<file path="config.mk">
export PLATFORM = sky130hd
export DESIGN_NAME = pmem_ctrl
export DESIGN_NICKNAME = d
export VERILOG_FILES = /design/src/rtl/pmem_pkg.sv /design/src/rtl/pmem_phase_cnt.sv /design/src/rtl/pmem_ctrl.sv
export SDC_FILE = /design/constraint.sdc
export NUM_CORES = 1
export LEC_CHECK = 0
export CORE_MARGIN = 2
export CORE_UTILIZATION = 46
export DETAILED_ROUTE_END_ITERATION = 12
export PLACE_DENSITY = 0.84
export SLEW_MARGIN = 20
export SYNTH_ARGS = -nofsm -noshare
export SYNTH_HDL_FRONTEND = slang
export SYNTH_HIERARCHICAL = 1
export SYNTH_SLANG_ARGS = --single-unit
</file>
<file path="constraint.sdc">
create_clock -name CLK -period 2.95 [get_ports CLK]
set_input_delay 0.7375 -clock CLK [delete_from_list [all_inputs] [get_ports CLK]]
set_output_delay 0.7375 -clock CLK [all_outputs]
set_load 0.1 [all_outputs]
</file>
<file path="src/rtl/pmem_pkg.sv">
// Shared widths, controller state encoding and TTM4 instruction layout for the
// program-memory controller.
package pmem_pkg;

   localparam int ADDR_W = 8;
   localparam int WORD_W = 16;
   localparam int CNT_W  = 8;

   typedef enum logic [2:0] {
      IDLE,
      RD,
      WR_SU,
      WR_PL,
      WR_HD,
      VF_RD,
      ACK
   } pmem_state_e;

   // TTM4 instruction word as stored in the SRAM pair; bit 15 is reserved.
   typedef struct packed {
      logic       rsvd;
      logic [4:0] op;
      logic [2:0] sr;
      logic [2:0] lr;
      logic [3:0] im;
   } pmem_instr_t;

endpackage

</file>
<file path="src/rtl/pmem_phase_cnt.sv">
// Loadable down-counter timing every strobe phase of the controller; tc is high
// while the count is zero, i.e. during the last cycle of the loaded phase.
module pmem_phase_cnt
   import pmem_pkg::*;
(
   input  logic             clk,
   input  logic             rst,
   input  logic             load,
   input  logic [CNT_W-1:0] load_val,
   output logic             tc
);

   logic [CNT_W-1:0] cnt_q;
   logic [CNT_W-1:0] cnt_d;

   always_comb begin
      cnt_d = cnt_q;
      if (load) begin
         cnt_d = load_val;
      end else if (cnt_q != '0) begin
         cnt_d = cnt_q - CNT_W'(1);
      end
   end

   always_ff @(posedge clk) begin
      if (rst) begin
         cnt_q <= '0;
      end else begin
         cnt_q <= cnt_d;
      end
   end

   assign tc = (cnt_q == '0);

endmodule

</file>
<file path="src/rtl/pmem_ctrl.sv">
// TTM4 program-memory sequencer/arbiter: shares the SRAM pair between CPU fetch
// and host load. Define PMEM_WRITE_VERIFY_EN to add a read-back check after writes.
module pmem_ctrl
   import pmem_pkg::*;
#(
   parameter int RD_WAIT  = 2,
   parameter int WR_SETUP = 1,
   parameter int WR_PULSE = 2
) (
   input  logic              CLK,
   input  logic              RST,
   input  logic              FETCH_REQ,
   input  logic [ADDR_W-1:0] FETCH_ADD,
   output logic              FETCH_ACK,
   output logic [WORD_W-1:0] FETCH_DATA,
   input  logic              LOAD_REQ,
   input  logic [ADDR_W-1:0] LOAD_ADD,
   input  logic [WORD_W-1:0] LOAD_DATA,
   output logic              LOAD_ACK,
   output logic              LOAD_ERR,
   output logic              BUSY,
   output logic [ADDR_W-1:0] MEM_ADD,
   output logic              MEM_nOE,
   output logic              MEM_nWE,
   output logic [WORD_W-1:0] MEM_DOUT,
   output logic              MEM_DOE,
   input  logic [WORD_W-1:0] MEM_DIN
);

   localparam logic [CNT_W-1:0] RD_LOAD = CNT_W'(RD_WAIT - 1);
   localparam logic [CNT_W-1:0] SU_LOAD = CNT_W'(WR_SETUP - 1);
   localparam logic [CNT_W-1:0] PL_LOAD = CNT_W'(WR_PULSE - 1);

   pmem_state_e       state_q, state_d;
   logic [ADDR_W-1:0] addr_q, addr_d;
   logic [WORD_W-1:0] data_q, data_d;
   logic [WORD_W-1:0] fetch_data_q, fetch_data_d;
   logic              fetch_ack_q, fetch_ack_d;
   logic              load_ack_q, load_ack_d;
   logic              noe_q, noe_d;
   logic              nwe_q, nwe_d;
   logic              doe_q, doe_d;
   logic              cnt_load;
   logic [CNT_W-1:0]  cnt_val;
   logic              cnt_tc;
`ifdef PMEM_WRITE_VERIFY_EN
   logic              load_err_q, load_err_d;
`endif

   pmem_phase_cnt u_phase_cnt (
      .clk      (CLK),
      .rst      (RST),
      .load     (cnt_load),
      .load_val (cnt_val),
      .tc       (cnt_tc)
   );

   always_comb begin
      state_d      = state_q;
      addr_d       = addr_q;
      data_d       = data_q;
      fetch_data_d = fetch_data_q;
      fetch_ack_d  = 1'b0;
      load_ack_d   = 1'b0;
      cnt_load     = 1'b0;
      cnt_val      = '0;
`ifdef PMEM_WRITE_VERIFY_EN
      load_err_d   = 1'b0;
`endif
      unique case (state_q)
         IDLE: begin
            if (LOAD_REQ) begin
               addr_d   = LOAD_ADD;
               data_d   = LOAD_DATA;
               cnt_load = 1'b1;
               cnt_val  = SU_LOAD;
               state_d  = WR_SU;
            end else if (FETCH_REQ) begin
               addr_d   = FETCH_ADD;
               cnt_load = 1'b1;
               cnt_val  = RD_LOAD;
               state_d  = RD;
            end
         end
         RD: begin
            if (cnt_tc) begin
               fetch_data_d = MEM_DIN;
               fetch_ack_d  = 1'b1;
               state_d      = ACK;
            end
         end
         WR_SU: begin
            if (cnt_tc) begin
               cnt_load = 1'b1;
               cnt_val  = PL_LOAD;
               state_d  = WR_PL;
            end
         end
         WR_PL: begin
            if (cnt_tc) begin
               state_d = WR_HD;
            end
         end
         WR_HD: begin
`ifdef PMEM_WRITE_VERIFY_EN
            cnt_load = 1'b1;
            cnt_val  = RD_LOAD;
            state_d  = VF_RD;
`else
            load_ack_d = 1'b1;
            state_d    = ACK;
`endif
         end
`ifdef PMEM_WRITE_VERIFY_EN
         VF_RD: begin
            if (cnt_tc) begin
               load_ack_d = 1'b1;
               load_err_d = (MEM_DIN != data_q);
               state_d    = ACK;
            end
         end
`endif
         ACK:     state_d = IDLE;
         default: state_d = IDLE;
      endcase

      // Strobes are decoded from the next state so they leave the flops glitch-free.
      noe_d = !((state_d == RD) || (state_d == VF_RD));
      nwe_d = (state_d != WR_PL);
      doe_d = (state_d == WR_SU) || (state_d == WR_PL) || (state_d == WR_HD);
   end

   always_ff @(posedge CLK) begin
      if (RST) begin
         state_q      <= IDLE;
         addr_q       <= '0;
         data_q       <= '0;
         fetch_data_q <= '0;
         fetch_ack_q  <= 1'b0;
         load_ack_q   <= 1'b0;
         noe_q        <= 1'b1;
         nwe_q        <= 1'b1;
         doe_q        <= 1'b0;
      end else begin
         state_q      <= state_d;
         addr_q       <= addr_d;
         data_q       <= data_d;
         fetch_data_q <= fetch_data_d;
         fetch_ack_q  <= fetch_ack_d;
         load_ack_q   <= load_ack_d;
         noe_q        <= noe_d;
         nwe_q        <= nwe_d;
         doe_q        <= doe_d;
      end
   end

`ifdef PMEM_WRITE_VERIFY_EN
   always_ff @(posedge CLK) begin
      if (RST) begin
         load_err_q <= 1'b0;
      end else begin
         load_err_q <= load_err_d;
      end
   end

   assign LOAD_ERR = load_err_q;
`else
   assign LOAD_ERR = 1'b0;
`endif

   assign FETCH_ACK  = fetch_ack_q;
   assign FETCH_DATA = fetch_data_q;
   assign LOAD_ACK   = load_ack_q;
   assign BUSY       = (state_q != IDLE);
   assign MEM_ADD    = addr_q;
   assign MEM_DOUT   = data_q;
   assign MEM_nOE    = noe_q;
   assign MEM_nWE    = nwe_q;
   assign MEM_DOE    = doe_q;

endmodule

</file>
==> impl_metrics.tcl <==
set metrics [dict create \
    antenna_left 0 \
    hp-class "reg2reg" \
    critPathMaxStageDelay_ns 0.40 \
    syn-cell-area_sq_mm 0.00237 \
    r2r_slack_ns 0.50 \
    met3_length_um 417 \
    drt_wl_total_mm 5.48 \
    path_cells "inv_1, ha_1, and4bb_1, and2_1, a21o_1, or2_2, o32ai_1" \
    cpMaxStageDelayCell "dfxtp_1" \
    ctsHoldBuffers 0 \
    r2r-end "u_phase_cnt/cnt_q[3]" \
    antenna_found_initial 0 \
    drt_first_iter_violations 61 \
    fill_cells 421 \
    clk_pin_slew_ns 0.09 \
    grt_usage_pct 18.7 \
    start_util_pct 47.1 \
    p_leak_nw 1.35 \
    tightest_slew_ns 0.596 \
    fin_crit_sh_pct 82.9 \
    path_max_fanout 14 \
    dp_hpwl_mm 4.12 \
    finalSetupTns_ns 0 \
    reg2regPathDepth 7 \
    cts_tree "built" \
    fin_nets 422 \
    first_pass_iters 5 \
    total_power_w 0.00292 \
    wl_met2_mm 2.63 \
    synth_cell_types 45 \
    path_delay_family "simple AND/OR/NAND/NOR gates" \
    outcome "complete, no violations" \
    crit_cells 7 \
    cts_resized 0 \
    top_layer_used "met4" \
    power_density_mw_per_mm2 868 \
    htree_levels 2 \
    critPathLaunch "u_phase_cnt/cnt_q[0]" \
    clock_latency_ns 0.31 \
    cp.required_ns 3.16 \
    maxCapViolCount 0 \
    hold_depth 2 \
    clock-root-buffer "clkbuf_8" \
    fmax_ghz 0.409 \
    multi_input_area_sq_mm 0.00114 \
    rows 26 \
    ir_worst_vdd_v 0.000726 \
    skew_ns 0.00486 \
    grt_max_degree 31 \
    die_x_um 75.9 \
    ys.flop_type "dfxtp_1" \
    drc 0 \
    cts_buffer_depth 2 \
    cp-endpoint "u_phase_cnt/cnt_q[3]" \
    portBuffers 97 \
    ys_ff_latch 56 \
    coreArea_sq_mm 0.00504 \
    min_period_ns 2.45 \
    grt_pass1_vias 1992 \
    wl_per_cell_um 12.5 \
    crit_buf_inv 1 \
    gp_routability_congestion 0.796 \
    syn_area_per_cell_sq_um 8.70 \
    grt_pass1_wl_mm 8.30 \
    diodes 0 \
    vias 2187 \
    vias_per_cell 4.97 \
    reg2reg_from "u_phase_cnt/cnt_q[0]" \
    die_area_sq_mm 0.00575 \
    cts_buffers 5 \
    max-slew-margin-rel_pct 60.2 \
    postCtsSetupBuffers 0 \
    crit_arrival_ns 2.66 \
    yosysSeqAreaShare_pct 47.2 \
    clock-sinks 56 \
    start_kind "flop" \
    setup_violations 0 \
    rsz0062_at_grt "false" \
    grt_overflow_total 0 \
    synth_edf_count 0 \
    wl_met1_mm 2.37 \
    syn_inst 273 \
    synthArstFlopShare_pct 0 \
    drive_above_1_share_pct 19.7 \
    die_h_um 75.9 \
    yosys_warnings 6 \
    endpoint_kind "flop" \
    seqCellArea_sq_mm 0.00112 \
    final-max-slew-violation-count 0 \
    crit_type "reg2reg" \
    finalHoldViolCount 0 \
    area_growth_pct 41.5 \
    num_io_pins 99 \
]
## sequential cells by signal (all words and copies together), names as in the netlist
| register | cells |
|---|---|
| MEM_ADD | 8 |
| MEM_DOUT | 16 |
| LOAD_ACK | 1 |
| MEM_nWE | 1 |
| u_phase_cnt/cnt_q | 8 |
| MEM_DOE | 1 |
| MEM_nOE | 1 |
| state_q | 3 |
| FETCH_ACK | 1 |
| FETCH_DATA | 16 |
## how the worst min path moves through the flow
stage,startpoint,end
5_1_grt,MEM_DOUT[2],MEM_DOUT[2]
6_report,MEM_DOUT[7],MEM_DOUT[7]
2_1_floorplan,state_q[2],MEM_DOE
4_1_cts,MEM_DOUT[7],MEM_DOUT[7]
3_3_place_gp,MEM_DOUT[6],MEM_DOUT[6]
3_5_place_dp,MEM_DOUT[7],MEM_DOUT[7]
## final cells by class
cell class	instances	area share (%)
flip-flops and latches	56	33.4
repair buffers	104	26.9
clock inverters	2	0.298
inverters	5	0.559
clock buffers	6	2.46
multi-input cells	197	33.8
well taps	70	2.61
## worst register-to-register path: stages (launching register included)
cell and delay, ns:
dfxtp_1 0.40, inv_1 0.08, ha_1 0.27, and4bb_1 0.39
and2_1 0.25, a21o_1 0.30, or2_2 0.39, o32ai_1 0.28
## synthesized netlist by cell type, types with 2 or more instances
cell type / count / share of area (%)
o32ai_1: 4 / 1.5
dfxtp_1: 56 / 47
and2_1: 2 / 0.53
buf_2: 7 / 1.5
buf_1: 2 / 0.32
a211oi_1: 9 / 2.8
buf_4: 3 / 0.95
nor2b_1: 2 / 0.53
nor3b_1: 2 / 0.63
nor2_1: 7 / 1.1
o21a_1: 2 / 0.63
nand2_1: 74 / 12
xnor2_1: 3 / 1.1
or2_1: 2 / 0.53
buf_6: 5 / 2.4
clkbuf_1: 5 / 0.79
inv_1: 3 / 0.47
xor2_1: 3 / 1.1
inv_2: 2 / 0.32
nor3_1: 6 / 1.3
a21oi_1: 42 / 8.9
mux2i_1: 9 / 3.8
## layout by cell type, fill, tap and decap left out, drive strengths merged
cell            n
dfxtp          56
o21a            2
ha              1
clkdlybuf4s50  50
nor4b           2
buf            54
clkinv          2
or2             3
or4b            1
o311a           1
and4bb          1
a311oi          1
and2            2
conb            8
nor4            1
nand4bb         1
a21oi          43
mux2i           9
o21ai           1
xnor2           3
nor4bb          1
clkbuf          6
nor3            7
nor2            7
nor2b           2
a21boi          1
o211ai          1
nor3b           2
inv             5
a21o            1
o221ai          1
o32ai           4
nand2          75
and4b           1
nand3           1
xor2            3
a211oi          9
or4             1
## metrics by stage
step           cells  hold slack (ns)  util, %  cell area, sq um  setup slack [ns]
2_1_floorplan    280            0.575        -              2400             0.731
3_3_place_gp     432            0.443     64.8              3270             0.288
3_5_place_dp     432            0.447     64.8              3270             0.220
4_1_cts          440            0.460     66.6              3360             0.520
5_1_grt          440            0.477     66.6              3360             0.358
6_report         440            0.459     66.6              3360             0.505
## metal layers
metal	up-vias	track usage, %
li1	1112	-
met1	987	21.5
met2	83	33.1
met3	5	5.69
met4	0	5.85
met5	-	0
## power breakdown
group | switching [W] | internal, W | total [W]
Combinational | 0.00100 | 0.000456 | 0.00146
Sequential | 0.000141 | 0.000893 | 0.00103
Clock | 0.000234 | 0.000188 | 0.000422
## cells by family (layout without fill, tap and decap cells)
logic type | count (synthesis) | after routing | share of synthesized area [%]
simple gates | 108 | 108 | 22.7
compound gates | 65 | 65 | 16.7
flops | 56 | 56 | 47.2
buf+inv | 27 | 117 | 6.69
mux | 9 | 9 | 3.79
xor+xnor | 6 | 6 | 2.21
fa+ha+maj | 1 | 1 | 0.527
other cells | 1 | 8 | 0.158
Power figures use the tool's default switching activity.
